===== config.mk =====
export PLATFORM = sky130hd
export DESIGN_NAME = hazard_ctrl_flat
export DESIGN_NICKNAME = d
export VERILOG_FILES = /design/src/rtl/hazard_ctrl_if.sv /design/src/rtl/hazard_ctrl.sv /design/src/flat_wrapper.sv
export SDC_FILE = /design/constraint.sdc
export NUM_CORES = 1
export LEC_CHECK = 0
export BUFFER_PORTS_ARGS = -buffer_cell sky130_fd_sc_hd__buf_2
export CAP_MARGIN = 20
export CORE_MARGIN = 4
export CORE_UTILIZATION = 41
export CTS_CLUSTER_SIZE = 25
export DETAILED_ROUTE_END_ITERATION = 7
export GPL_ROUTABILITY_DRIVEN = 0
export GPL_TIMING_DRIVEN = 0
export PLACE_DENSITY_LB_ADDON = 0.05
export SLEW_MARGIN = 20
export SYNTH_ARGS = -nofsm -noshare
export SYNTH_HDL_FRONTEND = slang
export SYNTH_SLANG_ARGS = --single-unit

===== constraint.sdc =====
create_clock -name clk -period 2 [get_ports clk]
set_input_delay 0.2 -clock clk [delete_from_list [all_inputs] [get_ports clk]]
set_output_delay 0.2 -clock clk [all_outputs]
set_load 0.02 [all_outputs]

===== src/rtl/hazard_ctrl_if.sv =====
// Bundle between the datapath and the hazard/pipeline control unit.
interface hazard_ctrl_if #(
   parameter int RA_BIT    = 5,
   parameter int CNT_WIDTH = 32
);
   logic [RA_BIT-1:0]    id_rs;
   logic [RA_BIT-1:0]    id_rt;
   logic                 id_rs_used;
   logic                 id_rt_used;
   logic [RA_BIT-1:0]    ex_rs;
   logic [RA_BIT-1:0]    ex_rt;
   logic [RA_BIT-1:0]    ex_req_w;
   logic                 ex_w_en;
   logic                 ex_is_load;
   logic [RA_BIT-1:0]    dm_req_w;
   logic                 dm_w_en;
   logic [RA_BIT-1:0]    wb_req_w;
   logic                 wb_w_en;
   logic                 ex_redirect;
   logic                 dm_busy;
   logic                 wb_halt;
   logic                 resume;

   logic                 pc_en;
   logic                 if_id_en;
   logic                 id_ex_en;
   logic                 ex_dm_en;
   logic                 dm_wb_en;
   logic                 if_id_clr_n;
   logic                 id_ex_clr_n;
   logic                 ex_dm_clr_n;
   logic                 dm_wb_clr_n;
   logic [1:0]           fwd_a;
   logic [1:0]           fwd_b;
   logic                 halted;
   logic [CNT_WIDTH-1:0] stall_cnt;
   logic [CNT_WIDTH-1:0] flush_cnt;

   // Datapath side: supplies pipeline status, consumes control.
   modport master (
      output id_rs, id_rt, id_rs_used, id_rt_used, ex_rs, ex_rt, ex_req_w,
             ex_w_en, ex_is_load, dm_req_w, dm_w_en, wb_req_w, wb_w_en,
             ex_redirect, dm_busy, wb_halt, resume,
      input  pc_en, if_id_en, id_ex_en, ex_dm_en, dm_wb_en, if_id_clr_n,
             id_ex_clr_n, ex_dm_clr_n, dm_wb_clr_n, fwd_a, fwd_b, halted,
             stall_cnt, flush_cnt
   );

   // Control unit side.
   modport slave (
      input  id_rs, id_rt, id_rs_used, id_rt_used, ex_rs, ex_rt, ex_req_w,
             ex_w_en, ex_is_load, dm_req_w, dm_w_en, wb_req_w, wb_w_en,
             ex_redirect, dm_busy, wb_halt, resume,
      output pc_en, if_id_en, id_ex_en, ex_dm_en, dm_wb_en, if_id_clr_n,
             id_ex_clr_n, ex_dm_clr_n, dm_wb_clr_n, fwd_a, fwd_b, halted,
             stall_cnt, flush_cnt
   );
endinterface


===== src/rtl/hazard_ctrl.sv =====
// Pipeline hazard control: stalls, flushes, halt sequencing, forwarding.
//
//   state  | meaning
//   RUN    | pipeline advancing, hazards resolved by stall/flush
//   HALTED | halting syscall retired, everything frozen until resume
module hazard_ctrl #(
   parameter int CNT_WIDTH = 32,
   parameter int RA_BIT    = 5
) (
   input logic         clk,
   input logic         rst,
   hazard_ctrl_if.slave hz
);
   typedef enum logic {RUN = 1'b0, HALTED = 1'b1} state_t;

   state_t state, state_nxt;
   logic   load_use;
   logic   stall_ev, flush_ev;
   logic   pc_en, if_id_en, id_ex_en, ex_dm_en, dm_wb_en;
   logic   if_id_clr_n, id_ex_clr_n, ex_dm_clr_n, dm_wb_clr_n;
   logic [CNT_WIDTH-1:0] stall_cnt, flush_cnt;

   assign load_use = hz.ex_is_load && hz.ex_w_en && (hz.ex_req_w != '0) &&
                     ((hz.id_rs_used && (hz.id_rs == hz.ex_req_w)) ||
                      (hz.id_rt_used && (hz.id_rt == hz.ex_req_w)));

   // State register.
   always_ff @(posedge clk) begin
      if (rst) state <= RUN;
      else     state <= state_nxt;
   end

   // Next state: halt wins over a coincident resume.
   always_comb begin
      state_nxt = state;
      case (state)
         RUN:    if (hz.wb_halt) state_nxt = HALTED;
         HALTED: if (hz.resume)  state_nxt = RUN;
         default: state_nxt = RUN;
      endcase
   end

   // Stage control in priority order; rst forces the free-running defaults.
   always_comb begin
      pc_en       = 1'b1;
      if_id_en    = 1'b1;
      id_ex_en    = 1'b1;
      ex_dm_en    = 1'b1;
      dm_wb_en    = 1'b1;
      if_id_clr_n = 1'b1;
      id_ex_clr_n = 1'b1;
      ex_dm_clr_n = 1'b1;
      dm_wb_clr_n = 1'b1;
      stall_ev    = 1'b0;
      flush_ev    = 1'b0;
      if (rst) begin
         stall_ev = 1'b0;
      end else if (state == HALTED) begin
         {pc_en, if_id_en, id_ex_en, ex_dm_en, dm_wb_en} = '0;
      end else if (hz.wb_halt || hz.dm_busy) begin
         // Frozen stages hold their inputs; deferred hazards re-evaluate later.
         {pc_en, if_id_en, id_ex_en, ex_dm_en, dm_wb_en} = '0;
         stall_ev = 1'b1;
      end else if (hz.ex_redirect) begin
         // The ID instruction is discarded, so a load-use on it is moot.
         if_id_clr_n = 1'b0;
         id_ex_clr_n = 1'b0;
         flush_ev    = 1'b1;
      end else if (load_use) begin
         pc_en       = 1'b0;
         if_id_en    = 1'b0;
         id_ex_clr_n = 1'b0;
         stall_ev    = 1'b1;
      end
   end

   // Saturating performance counters; events never fire in HALTED.
   always_ff @(posedge clk) begin
      if (rst) begin
         stall_cnt <= '0;
         flush_cnt <= '0;
      end else begin
         if (stall_ev && (stall_cnt != '1)) stall_cnt <= stall_cnt + 1'b1;
         if (flush_ev && (flush_cnt != '1)) flush_cnt <= flush_cnt + 1'b1;
      end
   end

   function automatic logic [1:0] fwd_sel(input logic [RA_BIT-1:0] src);
      if (hz.dm_w_en && (hz.dm_req_w != '0) && (hz.dm_req_w == src))
         return 2'd1;
      else if (hz.wb_w_en && (hz.wb_req_w != '0) && (hz.wb_req_w == src))
         return 2'd2;
      else
         return 2'd0;
   endfunction

   // Forwarding selects: DM result is younger than WB data, so it wins.
   always_comb begin
      hz.fwd_a = fwd_sel(hz.ex_rs);
      hz.fwd_b = fwd_sel(hz.ex_rt);
   end

   assign hz.pc_en       = pc_en;
   assign hz.if_id_en    = if_id_en;
   assign hz.id_ex_en    = id_ex_en;
   assign hz.ex_dm_en    = ex_dm_en;
   assign hz.dm_wb_en    = dm_wb_en;
   assign hz.if_id_clr_n = if_id_clr_n;
   assign hz.id_ex_clr_n = id_ex_clr_n;
   assign hz.ex_dm_clr_n = ex_dm_clr_n;
   assign hz.dm_wb_clr_n = dm_wb_clr_n;
   assign hz.halted      = (state == HALTED) && !rst;
   assign hz.stall_cnt   = stall_cnt;
   assign hz.flush_cnt   = flush_cnt;
endmodule


===== src/flat_wrapper.sv =====
// flat-port wrapper written by rule: the top's interface ports become plain ports
module hazard_ctrl_flat 
#(
   parameter int CNT_WIDTH = 32,
   parameter int RA_BIT    = 5
)
  (clk, rst, hz_id_rs, hz_id_rt, hz_id_rs_used, hz_id_rt_used, hz_ex_rs, hz_ex_rt, hz_ex_req_w, hz_ex_w_en, hz_ex_is_load, hz_dm_req_w, hz_dm_w_en, hz_wb_req_w, hz_wb_w_en, hz_ex_redirect, hz_dm_busy, hz_wb_halt, hz_resume, hz_pc_en, hz_if_id_en, hz_id_ex_en, hz_ex_dm_en, hz_dm_wb_en, hz_if_id_clr_n, hz_id_ex_clr_n, hz_ex_dm_clr_n, hz_dm_wb_clr_n, hz_fwd_a, hz_fwd_b, hz_halted, hz_stall_cnt, hz_flush_cnt);
  hazard_ctrl_if #(.RA_BIT(RA_BIT), .CNT_WIDTH(CNT_WIDTH)) hz_i ();
  input logic clk;
  input logic rst;
  input wire logic [$bits(hz_i.id_rs)-1:0] hz_id_rs;
  input wire logic [$bits(hz_i.id_rt)-1:0] hz_id_rt;
  input wire logic [$bits(hz_i.id_rs_used)-1:0] hz_id_rs_used;
  input wire logic [$bits(hz_i.id_rt_used)-1:0] hz_id_rt_used;
  input wire logic [$bits(hz_i.ex_rs)-1:0] hz_ex_rs;
  input wire logic [$bits(hz_i.ex_rt)-1:0] hz_ex_rt;
  input wire logic [$bits(hz_i.ex_req_w)-1:0] hz_ex_req_w;
  input wire logic [$bits(hz_i.ex_w_en)-1:0] hz_ex_w_en;
  input wire logic [$bits(hz_i.ex_is_load)-1:0] hz_ex_is_load;
  input wire logic [$bits(hz_i.dm_req_w)-1:0] hz_dm_req_w;
  input wire logic [$bits(hz_i.dm_w_en)-1:0] hz_dm_w_en;
  input wire logic [$bits(hz_i.wb_req_w)-1:0] hz_wb_req_w;
  input wire logic [$bits(hz_i.wb_w_en)-1:0] hz_wb_w_en;
  input wire logic [$bits(hz_i.ex_redirect)-1:0] hz_ex_redirect;
  input wire logic [$bits(hz_i.dm_busy)-1:0] hz_dm_busy;
  input wire logic [$bits(hz_i.wb_halt)-1:0] hz_wb_halt;
  input wire logic [$bits(hz_i.resume)-1:0] hz_resume;
  output wire logic [$bits(hz_i.pc_en)-1:0] hz_pc_en;
  output wire logic [$bits(hz_i.if_id_en)-1:0] hz_if_id_en;
  output wire logic [$bits(hz_i.id_ex_en)-1:0] hz_id_ex_en;
  output wire logic [$bits(hz_i.ex_dm_en)-1:0] hz_ex_dm_en;
  output wire logic [$bits(hz_i.dm_wb_en)-1:0] hz_dm_wb_en;
  output wire logic [$bits(hz_i.if_id_clr_n)-1:0] hz_if_id_clr_n;
  output wire logic [$bits(hz_i.id_ex_clr_n)-1:0] hz_id_ex_clr_n;
  output wire logic [$bits(hz_i.ex_dm_clr_n)-1:0] hz_ex_dm_clr_n;
  output wire logic [$bits(hz_i.dm_wb_clr_n)-1:0] hz_dm_wb_clr_n;
  output wire logic [$bits(hz_i.fwd_a)-1:0] hz_fwd_a;
  output wire logic [$bits(hz_i.fwd_b)-1:0] hz_fwd_b;
  output wire logic [$bits(hz_i.halted)-1:0] hz_halted;
  output wire logic [$bits(hz_i.stall_cnt)-1:0] hz_stall_cnt;
  output wire logic [$bits(hz_i.flush_cnt)-1:0] hz_flush_cnt;
  assign hz_i.id_rs = hz_id_rs;
  assign hz_i.id_rt = hz_id_rt;
  assign hz_i.id_rs_used = hz_id_rs_used;
  assign hz_i.id_rt_used = hz_id_rt_used;
  assign hz_i.ex_rs = hz_ex_rs;
  assign hz_i.ex_rt = hz_ex_rt;
  assign hz_i.ex_req_w = hz_ex_req_w;
  assign hz_i.ex_w_en = hz_ex_w_en;
  assign hz_i.ex_is_load = hz_ex_is_load;
  assign hz_i.dm_req_w = hz_dm_req_w;
  assign hz_i.dm_w_en = hz_dm_w_en;
  assign hz_i.wb_req_w = hz_wb_req_w;
  assign hz_i.wb_w_en = hz_wb_w_en;
  assign hz_i.ex_redirect = hz_ex_redirect;
  assign hz_i.dm_busy = hz_dm_busy;
  assign hz_i.wb_halt = hz_wb_halt;
  assign hz_i.resume = hz_resume;
  assign hz_pc_en = hz_i.pc_en;
  assign hz_if_id_en = hz_i.if_id_en;
  assign hz_id_ex_en = hz_i.id_ex_en;
  assign hz_ex_dm_en = hz_i.ex_dm_en;
  assign hz_dm_wb_en = hz_i.dm_wb_en;
  assign hz_if_id_clr_n = hz_i.if_id_clr_n;
  assign hz_id_ex_clr_n = hz_i.id_ex_clr_n;
  assign hz_ex_dm_clr_n = hz_i.ex_dm_clr_n;
  assign hz_dm_wb_clr_n = hz_i.dm_wb_clr_n;
  assign hz_fwd_a = hz_i.fwd_a;
  assign hz_fwd_b = hz_i.fwd_b;
  assign hz_halted = hz_i.halted;
  assign hz_stall_cnt = hz_i.stall_cnt;
  assign hz_flush_cnt = hz_i.flush_cnt;
  hazard_ctrl #(.CNT_WIDTH(CNT_WIDTH), .RA_BIT(RA_BIT)) u_core (.clk(clk), .rst(rst), .hz(hz_i));
endmodule

==> results.md <==
* Synth top area share at 34.2%
* Yosys synthesis warning count at 0
* Drt pass-1 iters at 5
* Critical Path Source Type: register
* Vias at 4126
* FFs w/ async S/R, synth at 0%
* Post-Synthesis Cell Area at 3800 µm²
* Grt ovf at 0
* Starting DRT DRC Count at 175
* CTS hold repair buffers at 0
* DRC Markers at 0
* First-pass GRT wire length at 18900 µm
* GRT Util Overall at 20.6%
* Final core utilization at 61.9%
* Final instance area at 5480 µm²
* Placed cell area at 4640 µm²
* Worst setup margin at -0.136 ns
* Mean post-synth cell area at 8.30 µm²
* CTS Root Cell: clkbuf_8
* Vias in the first global route at 3909
* Fillers at 812
* CTS H-tree lvls at 3
* Worst setup EP type: register
* Row cnt at 34
* Achievable frequency at 468 MHz
* Min-Delay Path Class: in -> reg
* Area of the multi-input gates at 2630 µm²
* Routed len/inst at 15.8 µm
* Starting Density at 42.9%
* Layout area overhead at 44.2%
* Number of library cell types mapped by synthesis at 49
* Layout cells sized above 1 at 45.4%
* Post-DP HPWL at 8170 µm
* Leak at 2.19 nW
* Sequential Area at 1380 µm²
* Violated checks: negative setup slack
* Register clock-pin slew on the reported worst setup and hold paths at 0.08 ns
* Slew Limit Fails at 0
* DRT Wirelength at 11700 µm
* Cells after Synth at 458
* Die Wd at 104 µm
* Post-synth EDFFs at 0
* Die height at 104 µm
* Layout Nets at 679
* #FFs+latches synth at 65
* Die area at 10900 µm²
* Period utilization at 107%
* Critical path arrival at 2.38 ns
* Worst skew pair latency at 0.34 ns
* RSZ-0062 raised after global routing: true
* Routed Antenna Nets at 0
* Max clock buf depth at 2
* Clock Skew at 0.00793 ns
* PD cells at 516 nW/µm²
* CP peak stage delay at 0.54 ns
* Slowest CP cell: or4b_4
* Post-synth top cells: 65 x dfxtp_1, 43 x nor2_1, 33 x xnor2_1
* Pin count of the biggest net entering global routing at 13
* Crit Path Max Fanout at 6
* Run status: finished with violations
* I/O pins at 125
* Most frequent CP cell: buf_6
* Via density at 5.55
* Worst-path cell chain: and4_4 > nand4_1 > or4b_4 > nor2_4 > buf_6 > buf_6 > nor4_2 > mux2_2
* Ranking of synthesized cells by area: dfxtp_1 34%, xnor2_1 7.6%, xor2_1 6.0%
* WS Path Type: reg -> reg
* Slew @ Worst Pin at 0.559 ns
* Total core area at 8850 µm²
* VDD IR max at 0.387 mV
* Antenna violations before repair at 0
* Worst relative slew slack at 62.7%
* TritonCTS clock tree: built
* Pwr Total at 2.83 mW
* CTS Buf Count at 9
* Final hold vios at 0
* N_diodes at 0
* Count leader, synth: dfxtp_1
* Required @ worst endpoint at 2.24 ns
* Port bufs at 122
* Cell taking the most area after synthesis: dfxtp_1
* Max-Cap Viols at 0
* Most common flop cell mapped by yosys: dfxtp_1
* Seq/Total Area, Yosys at 34.2%
* Min Tclk post-route at 2.14 ns
* TritonCTS sink count at 65
* # setup viols final at 20
==> critical path: cells and delay by family, from the launching register on <==
family        cells  cell delay [ns]
flops             1             0.37
simple gates      5             1.09
buf+inv           2             0.28
mux               1             0.29
==> through the flow <==
stage / cells / setup slack, ns / TNS, ns / hold WS (ns)
after floorplan: 459 / -0.0925 / -0.683 / 0.300
after global placement: 689 / -0.388 / -13.86 / 0.387
after detailed placement: 689 / -0.416 / -14.16 / 0.397
after CTS: 734 / -0.187 / -2.64 / 0.0270
after global routing: 743 / -0.201 / -4.32 / 0.0322
final: 743 / -0.136 / -1.25 / 0.0377
==> layer usage <==
metal  share of wire (%)  vias to the layer above  wire length [µm]  global-route usage (%)
met4                0.97                        0               114                    4.46
met1                  41                     1952              4810                    24.6
met3                 6.0                       16               704                    5.96
met5                   0                        -                 0                       0
met2                  52                      129              6100                    36.7
li1                    -                     2029                 -                       -
==> repair_timing <==
item / CTS / global route
gates cloned: 1 / 0
pin swaps: 15 / 15
buffers inserted: 28 / 10
setup endpoints to repair: 60 / 64
resized for setup: 43 / 54
==> layout by cell type (no fill, tap or decap), types with 19 or more instances in the layout <==
cell type  count
buf_2        123
buf_4         45
nor2_1        38
dfxtp_1       34
xnor2_1       32
nand2_1       28
xor2_1        26
nand3_1       23
or4_1         19
nand4_1       19
==> power by group <==
part	leakage, nW	switching [mW]	total (mW)	internal (mW)
logic	1.53	0.171	0.293	0.122
clock network	0.114	0.541	1.24	0.703
registers	0.544	0.0109	1.29	1.28
total	2.19	0.723	2.83	2.10
==> cell families (layout without fill, tap and decap cells) <==
logic type,Yosys count,in the layout,share of synthesized area (%)
adders and majority gates,2,2,0.658
buffers and inverters,33,209,4.61
AOI/OAI and AO/OA,63,63,10.7
and+or+nand+nor,227,227,33.8
other,1,2,0.0987
xor gates and xnor gates,59,59,13.6
DFF,65,65,34.2
muxes,8,8,2.34
==> flip-flops by register name (all words and copies together), names as in the netlist <==
signal	cells
u_core.state	1
u_core.hz.flush_cnt	32
u_core.hz.stall_cnt	32
==> area by class of cell <==
cell class              count  area share (%)
clock inverters             7            1.67
repair buffers            161            16.6
multi-input cells         361            48.0
clock buffers               9            2.26
well taps                 108            2.47
plain buffers              26            3.36
flip-flops and latches     65            25.2
inverters                   6           0.411
==> path summary, 6_finish.rpt <==
kind                                        start                                   end  slack [ns]  cells after the start
max           u_core.hz.stall_cnt[9]$_SDFFE_PP0P_  u_core.hz.stall_cnt[12]$_SDFFE_PP0P_       -0.14                      8
min                                     hz_resume               u_core.state$_SDFF_PP0_        0.04                      2
max reg2reg   u_core.hz.stall_cnt[9]$_SDFFE_PP0P_  u_core.hz.stall_cnt[12]$_SDFFE_PP0P_       -0.14                      8
min reg2reg  u_core.hz.stall_cnt[18]$_SDFFE_PP0P_  u_core.hz.stall_cnt[18]$_SDFFE_PP0P_        0.50                      2
Power figures use the tool's default switching activity.
